`src/rtl/seven_segment_reader.sv`:
```
// Recovers hex digits from an external multiplexed seven-segment bus and
// emits a complete DIGITS-wide word once every digit has been captured.
module seven_segment_reader #(
    parameter int DIGITS        = 4,
    parameter int STABLE_CYCLES = 4,
    parameter int TIMEOUT       = 65536,
    parameter int ACTIVE_LOW    = 0
) (
    input  logic                  clk,
    input  logic                  rst,
    input  logic [6:0]            seg_in,
    input  logic [DIGITS-1:0]     digit_sel_in,
    output logic [4*DIGITS-1:0]   data,
    output logic                  frame_valid,
    output logic [DIGITS-1:0]     err_digits,
    output logic                  frame_err,
    output logic                  stale
);

    localparam int SW = DIGITS + 7;
    localparam int CW = $clog2(STABLE_CYCLES + 1);
    localparam int TW = $clog2(TIMEOUT + 1);
    localparam logic [SW-1:0] INV = (ACTIVE_LOW != 0) ? {SW{1'b1}} : {SW{1'b0}};

    typedef enum logic [1:0] {WAIT, COUNT, HELD} state_t;

    logic [SW-1:0]       sync1_reg, sync2_reg, prev_reg;
    logic [SW-1:0]       sample;
    logic [DIGITS-1:0]   sel;
    logic [6:0]          seg;
    logic                sel_onehot;

    state_t              state_reg, state_next;
    logic [CW-1:0]       cnt_reg, cnt_next;
    logic                capture;

    logic [3:0]          dec_nib;
    logic                dec_err;

    logic [3:0]          nib_reg [DIGITS];
    logic [DIGITS-1:0]   err_hold_reg;
    logic [4*DIGITS-1:0] hold_nibs;
    logic [DIGITS-1:0]   seen_reg, seen_next, cap_bits;
    logic                emit;

    logic [TW-1:0]       to_cnt_reg;
    logic                to_hit;

    logic [4*DIGITS-1:0] data_reg;
    logic [DIGITS-1:0]   err_digits_reg;
    logic                frame_err_reg, frame_valid_reg, stale_reg;

    // The sample is the whole bus, so a select change counts as a change even
    // when two adjacent digits show the same glyph.
    assign sample     = sync2_reg ^ INV;
    assign sel        = sample[SW-1:7];
    assign seg        = sample[6:0];
    assign sel_onehot = $onehot(sel);

    always_ff @(posedge clk) begin
        if (rst) begin
            sync1_reg <= '0;
            sync2_reg <= '0;
            prev_reg  <= '0;
            state_reg <= WAIT;
            cnt_reg   <= '0;
        end else begin
            sync1_reg <= {digit_sel_in, seg_in};
            sync2_reg <= sync1_reg;
            prev_reg  <= sample;
            state_reg <= state_next;
            cnt_reg   <= cnt_next;
        end
    end

    always_comb begin
        state_next = state_reg;
        cnt_next   = cnt_reg;
        capture    = 1'b0;
        if (sample != prev_reg) begin
            cnt_next   = '0;
            state_next = sel_onehot ? COUNT : WAIT;
        end else begin
            case (state_reg)
                WAIT: begin
                    cnt_next = '0;
                    if (sel_onehot) state_next = COUNT;
                end
                COUNT: begin
                    // cnt counts repeats; capture on the STABLE_CYCLES-th identical sample
                    cnt_next = cnt_reg + 1'b1;
                    if (cnt_reg == CW'(STABLE_CYCLES - 2)) begin
                        capture    = 1'b1;
                        state_next = HELD;
                    end
                end
                HELD: ;
                default: state_next = WAIT;
            endcase
        end
    end

    always_comb begin
        dec_nib = 4'h0;
        dec_err = 1'b0;
        case (seg)
            7'h7E: dec_nib = 4'h0;
            7'h30: dec_nib = 4'h1;
            7'h6D: dec_nib = 4'h2;
            7'h79: dec_nib = 4'h3;
            7'h33: dec_nib = 4'h4;
            7'h5B: dec_nib = 4'h5;
            7'h5F: dec_nib = 4'h6;
            7'h70: dec_nib = 4'h7;
            7'h7F: dec_nib = 4'h8;
            7'h7B: dec_nib = 4'h9;
            7'h77: dec_nib = 4'hA;
            7'h1F: dec_nib = 4'hB;
            7'h4E: dec_nib = 4'hC;
            7'h3D: dec_nib = 4'hD;
            7'h4F: dec_nib = 4'hE;
            7'h47: dec_nib = 4'hF;
            default: dec_err = 1'b1;
        endcase
    end

    assign cap_bits = capture ? sel : '0;
    assign emit     = &seen_reg;
    assign to_hit   = !capture && (to_cnt_reg == TW'(TIMEOUT - 1));

    // A capture in the emission cycle seeds the next frame.
    assign seen_next = (emit || to_hit) ? cap_bits : (seen_reg | cap_bits);

    genvar gi;
    generate
        for (gi = 0; gi < DIGITS; gi++) begin : g_pack
            assign hold_nibs[4*gi +: 4] = nib_reg[gi];
        end
    endgenerate

    always_ff @(posedge clk) begin
        if (rst) begin
            for (int i = 0; i < DIGITS; i++) nib_reg[i] <= '0;
            err_hold_reg <= '0;
            seen_reg     <= '0;
            to_cnt_reg   <= '0;
        end else begin
            for (int i = 0; i < DIGITS; i++) begin
                if (cap_bits[i]) begin
                    nib_reg[i]      <= dec_nib;
                    err_hold_reg[i] <= dec_err;
                end
            end
            seen_reg   <= seen_next;
            to_cnt_reg <= (capture || to_hit) ? '0 : to_cnt_reg + 1'b1;
        end
    end

    always_ff @(posedge clk) begin
        if (rst) begin
            data_reg        <= '0;
            err_digits_reg  <= '0;
            frame_err_reg   <= 1'b0;
            frame_valid_reg <= 1'b0;
            stale_reg       <= 1'b0;
        end else begin
            frame_valid_reg <= emit;
            if (emit) begin
                data_reg       <= hold_nibs;
                err_digits_reg <= err_hold_reg;
                frame_err_reg  <= |err_hold_reg;
                stale_reg      <= 1'b0;
            end else if (to_hit) begin
                stale_reg      <= 1'b1;
            end
        end
    end

    assign data        = data_reg;
    assign err_digits  = err_digits_reg;
    assign frame_err   = frame_err_reg;
    assign frame_valid = frame_valid_reg;
    assign stale       = stale_reg;

endmodule

```
`config.mk`:
```
export PLATFORM = sky130hd
export DESIGN_NAME = seven_segment_reader
export DESIGN_NICKNAME = d
export VERILOG_FILES = /design/src/rtl/seven_segment_reader.sv
export SDC_FILE = /design/constraint.sdc
export NUM_CORES = 1
export LEC_CHECK = 0
export BUFFER_PORTS_ARGS = -buffer_cell sky130_fd_sc_hd__buf_2
export CELL_PAD_IN_SITES_DETAIL_PLACEMENT = 1
export CELL_PAD_IN_SITES_GLOBAL_PLACEMENT = 2
export CORE_AREA = 2 2 103 105
export CTS_BUF_LIST = sky130_fd_sc_hd__clkbuf_4 sky130_fd_sc_hd__clkbuf_8 sky130_fd_sc_hd__clkbuf_16
export CTS_CLUSTER_SIZE = 20
export DETAILED_ROUTE_END_ITERATION = 6
export DIE_AREA = 0 0 105 107
export PLACE_DENSITY_LB_ADDON = 0.05
export SYNTH_ARGS = -nofsm -noshare
export SYNTH_HDL_FRONTEND = slang
export SYNTH_SLANG_ARGS = --single-unit
```
`constraint.sdc`:
```
create_clock -name clk -period 4 [get_ports clk]
set_clock_uncertainty 0.05 [all_clocks]
set_input_delay 0.4 -clock clk [delete_from_list [all_inputs] [get_ports clk]]
set_output_delay 0.4 -clock clk [all_outputs]
set_load 0.1 [all_outputs]
```
==> results of run 1 <==
[metrics by stage]
stage / cell area, sq um / hold slack [ns] / total power (W) / utilization / instances
after floorplan: 4000 / 0.364 / 0.00116 / - / 420
after global placement: 4250 / 0.368 / 0.00118 / 0.421 / 572
after detailed placement: 4250 / 0.375 / 0.00118 / 0.421 / 572
after CTS: 4420 / 0.173 / 0.00176 / 0.438 / 588
after global routing: 4420 / 0.175 / 0.00182 / 0.438 / 588
final: 4420 / 0.193 / 0.00172 / 0.438 / 588
[logic make-up after synthesis]
kind of cell / Yosys count
adders and majority gates: 7
muxes: 2
AOI/OAI and AO/OA: 53
and+or+nand+nor: 196
buffers and inverters: 34
xor gates and xnor gates: 26
DFF: 102
[layout by cell type (no fill, tap or decap), types with 2 or more instances in the layout]
cell / instances
and3_1: 3
buf_2: 35
nor2_1: 49
nand2_1: 59
inv_1: 14
nor4_1: 2
nor2b_1: 40
nand4_1: 3
nor3b_1: 2
a21o_1: 5
nor3_1: 4
nand2b_1: 4
xnor2_1: 17
edfxtp_1: 16
or3_1: 5
clkbuf_8: 9
clkinv_2: 3
nand3_1: 9
o21ai_0: 7
dfxtp_1: 86
o22ai_1: 5
ha_1: 6
or3b_2: 2
nand3b_1: 7
xor2_1: 9
o211ai_1: 2
a31oi_1: 4
a21oi_1: 25
[area by class of cell]
cell class,count,share of cell area
Clock buffer,10,0.0298
Clock inverter,6,0.00850
Inverter,14,0.0119
Multi-Input combinational cell,284,0.371
Sequential cell,102,0.499
Tap cell,136,0.0385
Timing Repair Buffer,36,0.0414
[critical path, stage by stage (launching register included)]
cell	delay, ns
dfxtp_1	0.63
xnor2_1	0.17
nand4_1	0.19
nor4_4	0.49
or3_1	0.54
nor2_1	0.11
[metal layers]
metal / up-vias / GRT usage / part of all wire
met5: - / 0 / 0
met4: 0 / 0.0571 / 0.015
met3: 10 / 0.0353 / 0.034
met2: 46 / 0.245 / 0.47
met1: 1302 / 0.185 / 0.48
li1: 1434 / - / -
[power groups by stage]
stage          clock network [W]  logic (W)  registers (W)
4_1_cts                 0.000598  0.0000784        0.00108
2_1_floorplan                  0  0.0000672        0.00110
3_3_place_gp                   0  0.0000756        0.00111
6_report                0.000567  0.0000760        0.00108
3_5_place_dp                   0  0.0000780        0.00111
5_1_grt                 0.000642  0.0000881        0.00109
[how the worst max path moves through the flow]
| stage | start | end | cells past startpoint |
|---|---|---|---|
| 2_1_floorplan | sample[7] | state_reg[0] | 8 |
| 3_5_place_dp | sample[3] | to_cnt_reg[7] | 5 |
| 6_report | sample[6] | to_cnt_reg[7] | 5 |
| 5_1_grt | sample[6] | to_cnt_reg[3] | 5 |
| 3_3_place_gp | to_cnt_reg[0] | to_cnt_reg[12] | 7 |
| 4_1_cts | sample[3] | to_cnt_reg[7] | 5 |
==> results_dict.tcl, run 1 <==
set metrics [dict create \
    synth_top_family_by_area "simple AND/OR/NAND/NOR gates" \
    syn_to_final_growth_pct 10.5 \
    dp_slack_ns 1.62 \
    netlist_instances 420 \
    internal_power_w 0.00133 \
    finalHoldViolations 0 \
    syn_nets 440 \
    peakVddDrop_mv 0.164 \
    dpl.hpwl_microns 5380 \
    ys_types 44 \
    synth_common_cells "dfxtp_1 (86), nand2_1 (59), nor2_1 (49)" \
    io_buffers 35 \
    yosys_warnings 0 \
    vias 2792 \
    h-tree-depth 3 \
    die_y_microns 107 \
    reg2reg_depth 5 \
    cts_tree "built" \
    critical_path_required_ns 4.18 \
    period_minus_slack_ns 2.31 \
    nNetsFinal 467 \
    num_rows 37 \
    ant_nets 0 \
    tightestPinTransition_ns 1.08 \
    grt_first_pass_wirelength_microns 13100 \
    cts_max_path_buffers 2 \
    timing.slew.headroom 0.279 \
    critPathArrivalTime_ns 2.49 \
    vias_per_cell 4.75 \
    synth_xor_area_frac 0.0570 \
    drt_iter0_drc 78 \
    setup_ws_ns 1.69 \
    grt.total_usage 0.147 \
    drive_above_1_share 0.128 \
    synthAdderAreaFrac 0.0238 \
    fin_tns_setup_ns 0 \
    pwr-share-comb 0.044 \
    core-area_sq_um 10100 \
    holdPathEnd "sync1_reg[7]" \
    cp_max_fo 17 \
    remaining_drc_errors 0 \
    die_area_sq_um 11200 \
    largest_reg_flops 17 \
    whs_path_depth 2 \
    cts_num_sinks 102 \
    swShare 0.230 \
    p_clk_frac 0.329 \
    min_path_type "input pin to register" \
    cap_violations 0 \
    ctsResizeCount 0 \
    synth_compound_area_frac 0.0776 \
    power_density_nw_per_um2 391 \
    grt-ovfl-total 0 \
    synthMuxAreaShare 0.00532 \
    min_from "digit_sel_in[0]" \
    worstReg2RegStart "sample[6]" \
    insertedDiodeCount 0 \
    r2r_end "to_cnt_reg[7]" \
    switchingPower_w 0.000397 \
    root_buffer "clkbuf_8" \
    start_kind "register" \
    cts_hold_buf 0 \
    io_pins 36 \
    seqCellArea_sq_um 2200 \
    seq_power_share 0.627 \
    multi_input_area_sq_um 1640 \
    path_clk_slew_ns 0.09 \
    setup_viol 0 \
    clkLatencyLatePin_ns 0.36 \
    rsz0062_at_grt "false" \
    maxSlewViolCount 0 \
    first_global_vias 2720 \
    synth_top_flop_cell "dfxtp_1" \
    status "finished clean" \
    synth-edff-count 16 \
    routedWlPerCell_microns 12.9 \
    grt_max_degree 38 \
    fill_cells 1202 \
    post-route-period-util 0.578 \
    routed_wl_microns 7590 \
    die_x_microns 105 \
    yosys.area_share.simple 0.246 \
    timing.fmax_mhz 433 \
    place.gp.congestion 0.792 \
    r2r_slack_ns 1.69 \
    yosysSeqAreaShare 0.551 \
    ys_ff_latch 102 \
    crit_path_end_kind "register" \
    syn_area_sq_um 4000 \
    async_flop_share 0 \
    start_util 0.396 \
    antenna_found_initial 0 \
    post_cts_buffers 0 \
    leakagePower_nw 1.62 \
    cts_inserted_buffers 9 \
    drtPass1Iterations 4 \
    synth_most_common_cell "dfxtp_1" \
    ys_top_cells_by_area "dfxtp_1 (43%), edfxtp_1 (12%), nor2b_1 (6.3%)" \
    timing_worst_setup_path_type "register to register" \
    yosysTopAreaCellShare 0.431 \
    avgSynthCellArea_sq_um 9.52 \
    yosys.area.top_type "dfxtp_1" \
]
No activity file was read; power rests on OpenSTA's default activity.
==> run 2, diff against run 1 <==
- CORE_AREA: 2 2 103 105 -> 2 2 114 116
- DIE_AREA: 0 0 105 107 -> 0 0 116 118
- clock period: 4 -> 2 ns (I/O delays scaled with it)
==> run 2 against run 1 <==
Compared with the run above:
- combinational power grew to 2.6 times the previous value
- clock power grew to 3.2 times the previous value
- first-iteration DRC count shrank 24%
- global-route usage shrank 1.5 points
- worst hold slack lost 0.18 ns
- flip-flop and latch count is the same
- register-to-register slack lost 1.6 ns
- non-clock buffer count grew 29
- via count grew 4.0%
- largest power group unchanged
==> results_dict.tcl, run 2 (synthesis gave the netlist of run 1 again) <==
set metrics [dict create \
    worstReg2RegStart "cnt_reg[1]" \
    cts_num_sinks 102 \
    grt_first_pass_wirelength_microns 14200 \
    routedWlPerCell_microns 12.8 \
    num_rows 41 \
    post_cts_buffers 0 \
    start_kind "register" \
    h-tree-depth 3 \
    io_pins 36 \
    cts_tree "built" \
    timing_worst_setup_path_type "register to register" \
    die_area_sq_um 13700 \
    period_minus_slack_ns 1.96 \
    first_global_vias 2954 \
    critical_path_required_ns 1.99 \
    ant_nets 0 \
    slowest_delay_ns 0.36 \
    mostFrequentLayoutCell "dfxtp_1" \
    die_x_microns 116 \
    slowest_stage "dfxtp_1" \
    power_density_nw_per_um2 843 \
    rsz0062_at_grt "true" \
    setup_ws_ns 0.0421 \
    nNetsFinal 496 \
    io_buffers 35 \
    status "finished clean" \
    grt_max_degree 28 \
    antenna_found_initial 0 \
    final_cell_mix "dfxtp_1 (81), nand2_1 (59), nor2_1 (48)" \
    post-route-period-util 0.979 \
    remaining_drc_errors 0 \
    path_clk_slew_ns 0.06 \
    cp_cell_sequence "ha_1, nor2b_1, nand3b_1, nor4_4, buf_4, a21o_1" \
    largest_reg_flops 17 \
    syn_to_final_growth_pct 23.2 \
    dpl.hpwl_microns 5950 \
    die_y_microns 118 \
    drt_iter0_drc 59 \
    insertedDiodeCount 0 \
    dp_cells 634 \
    dp_slack_ns -0.0463 \
    start_util 0.322 \
    root_buffer "clkbuf_16" \
    critPathArrivalTime_ns 1.94 \
    clkLatencyLatePin_ns 0.35 \
    routed_wl_microns 8360 \
    timing.fmax_mhz 511 \
    r2r_slack_ns 0.04 \
    cts_inserted_buffers 9 \
    drtPass1Iterations 3 \
    min_from "digit_sel_in[1]" \
    drive_above_1_share 0.204 \
    min_path_type "input pin to register" \
    crit_path_end_kind "register" \
    cap_violations 0 \
    maxSlewViolCount 0 \
    critPathLaunch "cnt_reg[1]" \
    timing.slew.headroom 0.584 \
    fin_cells 653 \
    grt-ovfl-total 0 \
    grt.total_usage 0.133 \
    fill_cells 1438 \
    vias_per_cell 4.45 \
    place.gp.congestion 0.792 \
    leakagePower_nw 1.84 \
    vias 2905 \
    tightestPinTransition_ns 0.618 \
    peakVddDrop_mv 0.387 \
    finalHoldViolations 0 \
    core-area_sq_um 12400 \
    cp_max_fo 10 \
    cts_max_path_buffers 2 \
    setup_viol 0 \
]
==> run 2: changes by cell type in the layout (fill, tap and decap cells not counted), moves of 2 or more <==
cell,delta
ha_4,+2
clkinv_2,-3
dfxtp_2,+5
clkbuf_8,-6
ha_1,-3
buf_4,+24
clkbuf_16,+10
buf_12,+2
dlygate4sd3_1,+3
dfxtp_1,-5
==> run 2: critical path: cells and delay by family, from the launching register on <==
kind	cells	cell delay [ns]
buffers and inverters	1	0.22
flip-flops	1	0.36
AND/OR/NAND/NOR	3	0.62
AO/OA/AOI/OAI	1	0.25
adder cells (fa/ha/maj)	1	0.15
==> run 2: report_power, final <==
group	total (W)	switching, W	internal (W)
Combinational	0.000200	0.000103	0.0000973
Sequential	0.00216	0.0000308	0.00213
Clock	0.00179	0.000740	0.00105
Total	0.00415	0.000873	0.00328
==> run 2: layout make-up <==
class | instances | area, sq um | share of cell area
Multi-Input combinational cell | 284 | 1700 | 0.345
Clock inverter | 1 | 8.76 | 0.00178
Clock buffer | 15 | 307 | 0.0623
Inverter | 14 | 52.6 | 0.0107
Sequential cell | 102 | 2210 | 0.449
Timing Repair Buffer | 65 | 433 | 0.0880
Tap cell | 172 | 215 | 0.0437
==> run 2: repair_timing <==
item | CTS | global route
hold buffers | 3 | 0
pin swaps | 0 | 3
setup endpoints to repair | 1 | 50
endpoints found under the hold margin | 3 | 0
gates resized for setup | 1 | 15
==> run 2: path summary, 6_finish.rpt <==
path,to,cells after the start
worst max-delay path,nib_reg[2][2],6
worst min-delay path,sync1_reg[8],2
worst max register to register,nib_reg[2][2],6
worst min register to register,sample[6],1
==> run 2: layer usage <==
layer | vias to the layer above | GRT usage | routed length, microns
li1 | 1495 | - | -
met1 | 1363 | 0.172 | 4070
met2 | 36 | 0.205 | 3880
met3 | 11 | 0.0319 | 229
met4 | 0 | 0.0647 | 179
met5 | - | 0 | 0
==> run 2: per-stage QoR <==
step | util | setup TNS [ns] | power, W | instance area, sq um | hold slack, ns
CTS | 0.392 | 0 | 0.00421 | 4860 | 0.00302
global placement | 0.363 | 0 | 0.00239 | 4510 | 0.358
floorplan | - | 0 | 0.00233 | 4000 | 0.228
finish | 0.396 | 0 | 0.00415 | 4920 | 0.0168
detailed placement | 0.363 | -0.0463 | 0.00239 | 4510 | 0.367
global route | 0.396 | -1.05 | 0.00432 | 4920 | 0.0117
==> run 3, diff against run 2 <==
- BUFFER_PORTS_ARGS: -buffer_cell sky130_fd_sc_hd__buf_2 -> not set
- CORE_AREA: 2 2 114 116 -> 2 2 105 107
- DIE_AREA: 0 0 116 118 -> 0 0 107 109
- DONT_BUFFER_PORTS: not set -> 1
- clock period: 2 -> 2.11 ns (I/O delays scaled with it)
==> run 3 against run 2 <==
Compared with the run above:
- die area is 15% lower
- clock power down 24%
- maximum frequency is 0.47% lower
- global-route usage increased by 1.7 points
- count of clock-buffer cells in the layout shrank 5
==> results_dict.tcl, run 3 (synthesis gave the netlist of run 1 again) <==
set metrics [dict create \
    period_minus_slack_ns 1.97 \
    tightestPinTransition_ns 0.579 \
    clkLatencyLatePin_ns 0.36 \
    cts_num_sinks 102 \
    dp_slack_ns 0.0542 \
    fin_cells 610 \
    remaining_drc_errors 0 \
    ant_nets 0 \
    grt-ovfl-total 0 \
    routed_wl_microns 8030 \
    antenna_found_initial 0 \
    maxSlewViolCount 0 \
    cts_max_path_buffers 2 \
    syn_to_final_growth_pct 19.9 \
    die_x_microns 107 \
    start_util 0.377 \
    grt_first_pass_wirelength_microns 13700 \
    cp_cell_sequence "inv_1, ha_1, nor2b_1, nand3b_1, nor4_4, buf_4, a21o_1" \
    peakVddDrop_mv 0.441 \
    status "finished clean" \
    seqCellArea_sq_um 2210 \
    multi_input_area_sq_um 1670 \
    core-area_sq_um 10600 \
    post-route-period-util 0.932 \
    grt.total_usage 0.150 \
    timing.slew.headroom 0.610 \
    rsz0062_at_grt "true" \
    setup_viol 0 \
    num_rows 38 \
    cp_max_fo 10 \
    drive_above_1_share 0.155 \
    routedWlPerCell_microns 13.2 \
    slowest_stage "dfxtp_1" \
    critPathArrivalTime_ns 1.98 \
    timing_worst_setup_path_type "register to register" \
    io_pins 36 \
    dpl.hpwl_microns 5500 \
    insertedDiodeCount 0 \
    start_kind "register" \
    io_buffers 0 \
    drt_iter0_drc 115 \
    dp_cells 581 \
    largest_reg_flops 17 \
    first_global_vias 2917 \
    busiest_layer "met2" \
    path_clk_slew_ns 0.10 \
    cts_tree "built" \
    vias_per_cell 4.71 \
    setup_ws_ns 0.143 \
    crit_buf_inv 2 \
    fill_cells 1226 \
    power_density_nw_per_um2 747 \
    critical_path.top_delay_family "simple AND/OR/NAND/NOR gates" \
    drtPass1Iterations 4 \
    finalHoldViolations 0 \
    slowest_delay_ns 0.35 \
    cts_inserted_buffers 9 \
    r2r_slack_ns 0.14 \
    root_buffer "clkbuf_8" \
    grt_max_degree 62 \
    leakagePower_nw 1.75 \
    cap_violations 0 \
    h-tree-depth 3 \
    crit_path_end_kind "register" \
    grt_use_met3 0.0257 \
    die_area_sq_um 11700 \
    vias 2876 \
    final_cell_mix "dfxtp_1 (82), nand2_1 (59), nor2_1 (49)" \
    timing.fmax_mhz 508 \
    min_path_type "input pin to register" \
    place.gp.congestion 0.749 \
    met2_usage 0.247 \
    nNetsFinal 485 \
    die_y_microns 109 \
    grt_use_met1 0.191 \
    mostFrequentLayoutCell "dfxtp_1" \
    critical_path_required_ns 2.12 \
]
## run 3: cell types whose count changed in the layout (fill, tap and decap cells not counted), sizes merged
| cell | before | now |
|---|---|---|
| clkinv | 1 | 2 |
| dlygate4sd3 | 3 | 12 |
| bufinv | 0 | 2 |
| buf | 62 | 42 |
| inv | 14 | 16 |
| clkbuf | 15 | 10 |
## run 3: through the flow
step | hold slack, ns | util | power [W] | area, sq um | TNS, ns
after floorplan | 0.239 | - | 0.00220 | 4000 | 0
after global placement | 0.239 | 0.414 | 0.00222 | 4390 | 0
after detailed placement | 0.239 | 0.414 | 0.00222 | 4390 | 0
after CTS | 0.113 | 0.449 | 0.00363 | 4760 | 0
after global routing | 0.00853 | 0.452 | 0.00374 | 4790 | -0.165
final | 0.0304 | 0.452 | 0.00358 | 4790 | 0
## run 3: final cells by class
class                      count  share of cell area
multi-input combinational    284               0.348
tap                          140              0.0365
sequential                   102               0.460
clock buffer                  10              0.0274
inverter                      14              0.0110
clock inverter                 6              0.0191
timing repair buffer          54              0.0976
## run 3: power breakdown
part	leakage [nW]	switching, W	internal, W
Combinational	0.768	0.0000889	0.0000872
Sequential	0.865	0.0000294	0.00201
Clock	0.115	0.000669	0.000691
Total	1.75	0.000788	0.00279
## run 3: path summary, 6_finish.rpt
path | cells past startpoint | from | end
setup / recovery | 7 | cnt_reg[0] | nib_reg[0][3]
hold / removal | 1 | rst | nib_reg[1][0]
setup reg to reg | 7 | cnt_reg[0] | nib_reg[0][3]
hold reg to reg | 1 | sync1_reg[2] | sample[2]
## run 3: timing repair
item	CTS	global route
gates resized for setup	0	9
buffers inserted	0	0
hold endpoints to repair	61	0
hold buffers	13	0
setup endpoints to repair	0	22
## run 3: routing by layer
| metal | vias to the layer above | wire, microns |
|---|---|---|
| met3 | 15 | 251 |
| met1 | 1340 | 3900 |
| met2 | 44 | 3680 |
| li1 | 1477 | - |
| met4 | 0 | 195 |
| met5 | - | 0 |
## run 3: worst reg2reg max path, cell delays in order, from the launching register on
cell and delay, ns:
dfxtp_1 0.35, inv_1 0.07, ha_1 0.13, nor2b_1 0.16
nand3b_1 0.16, nor4_4 0.28, buf_4 0.21, a21o_1 0.26
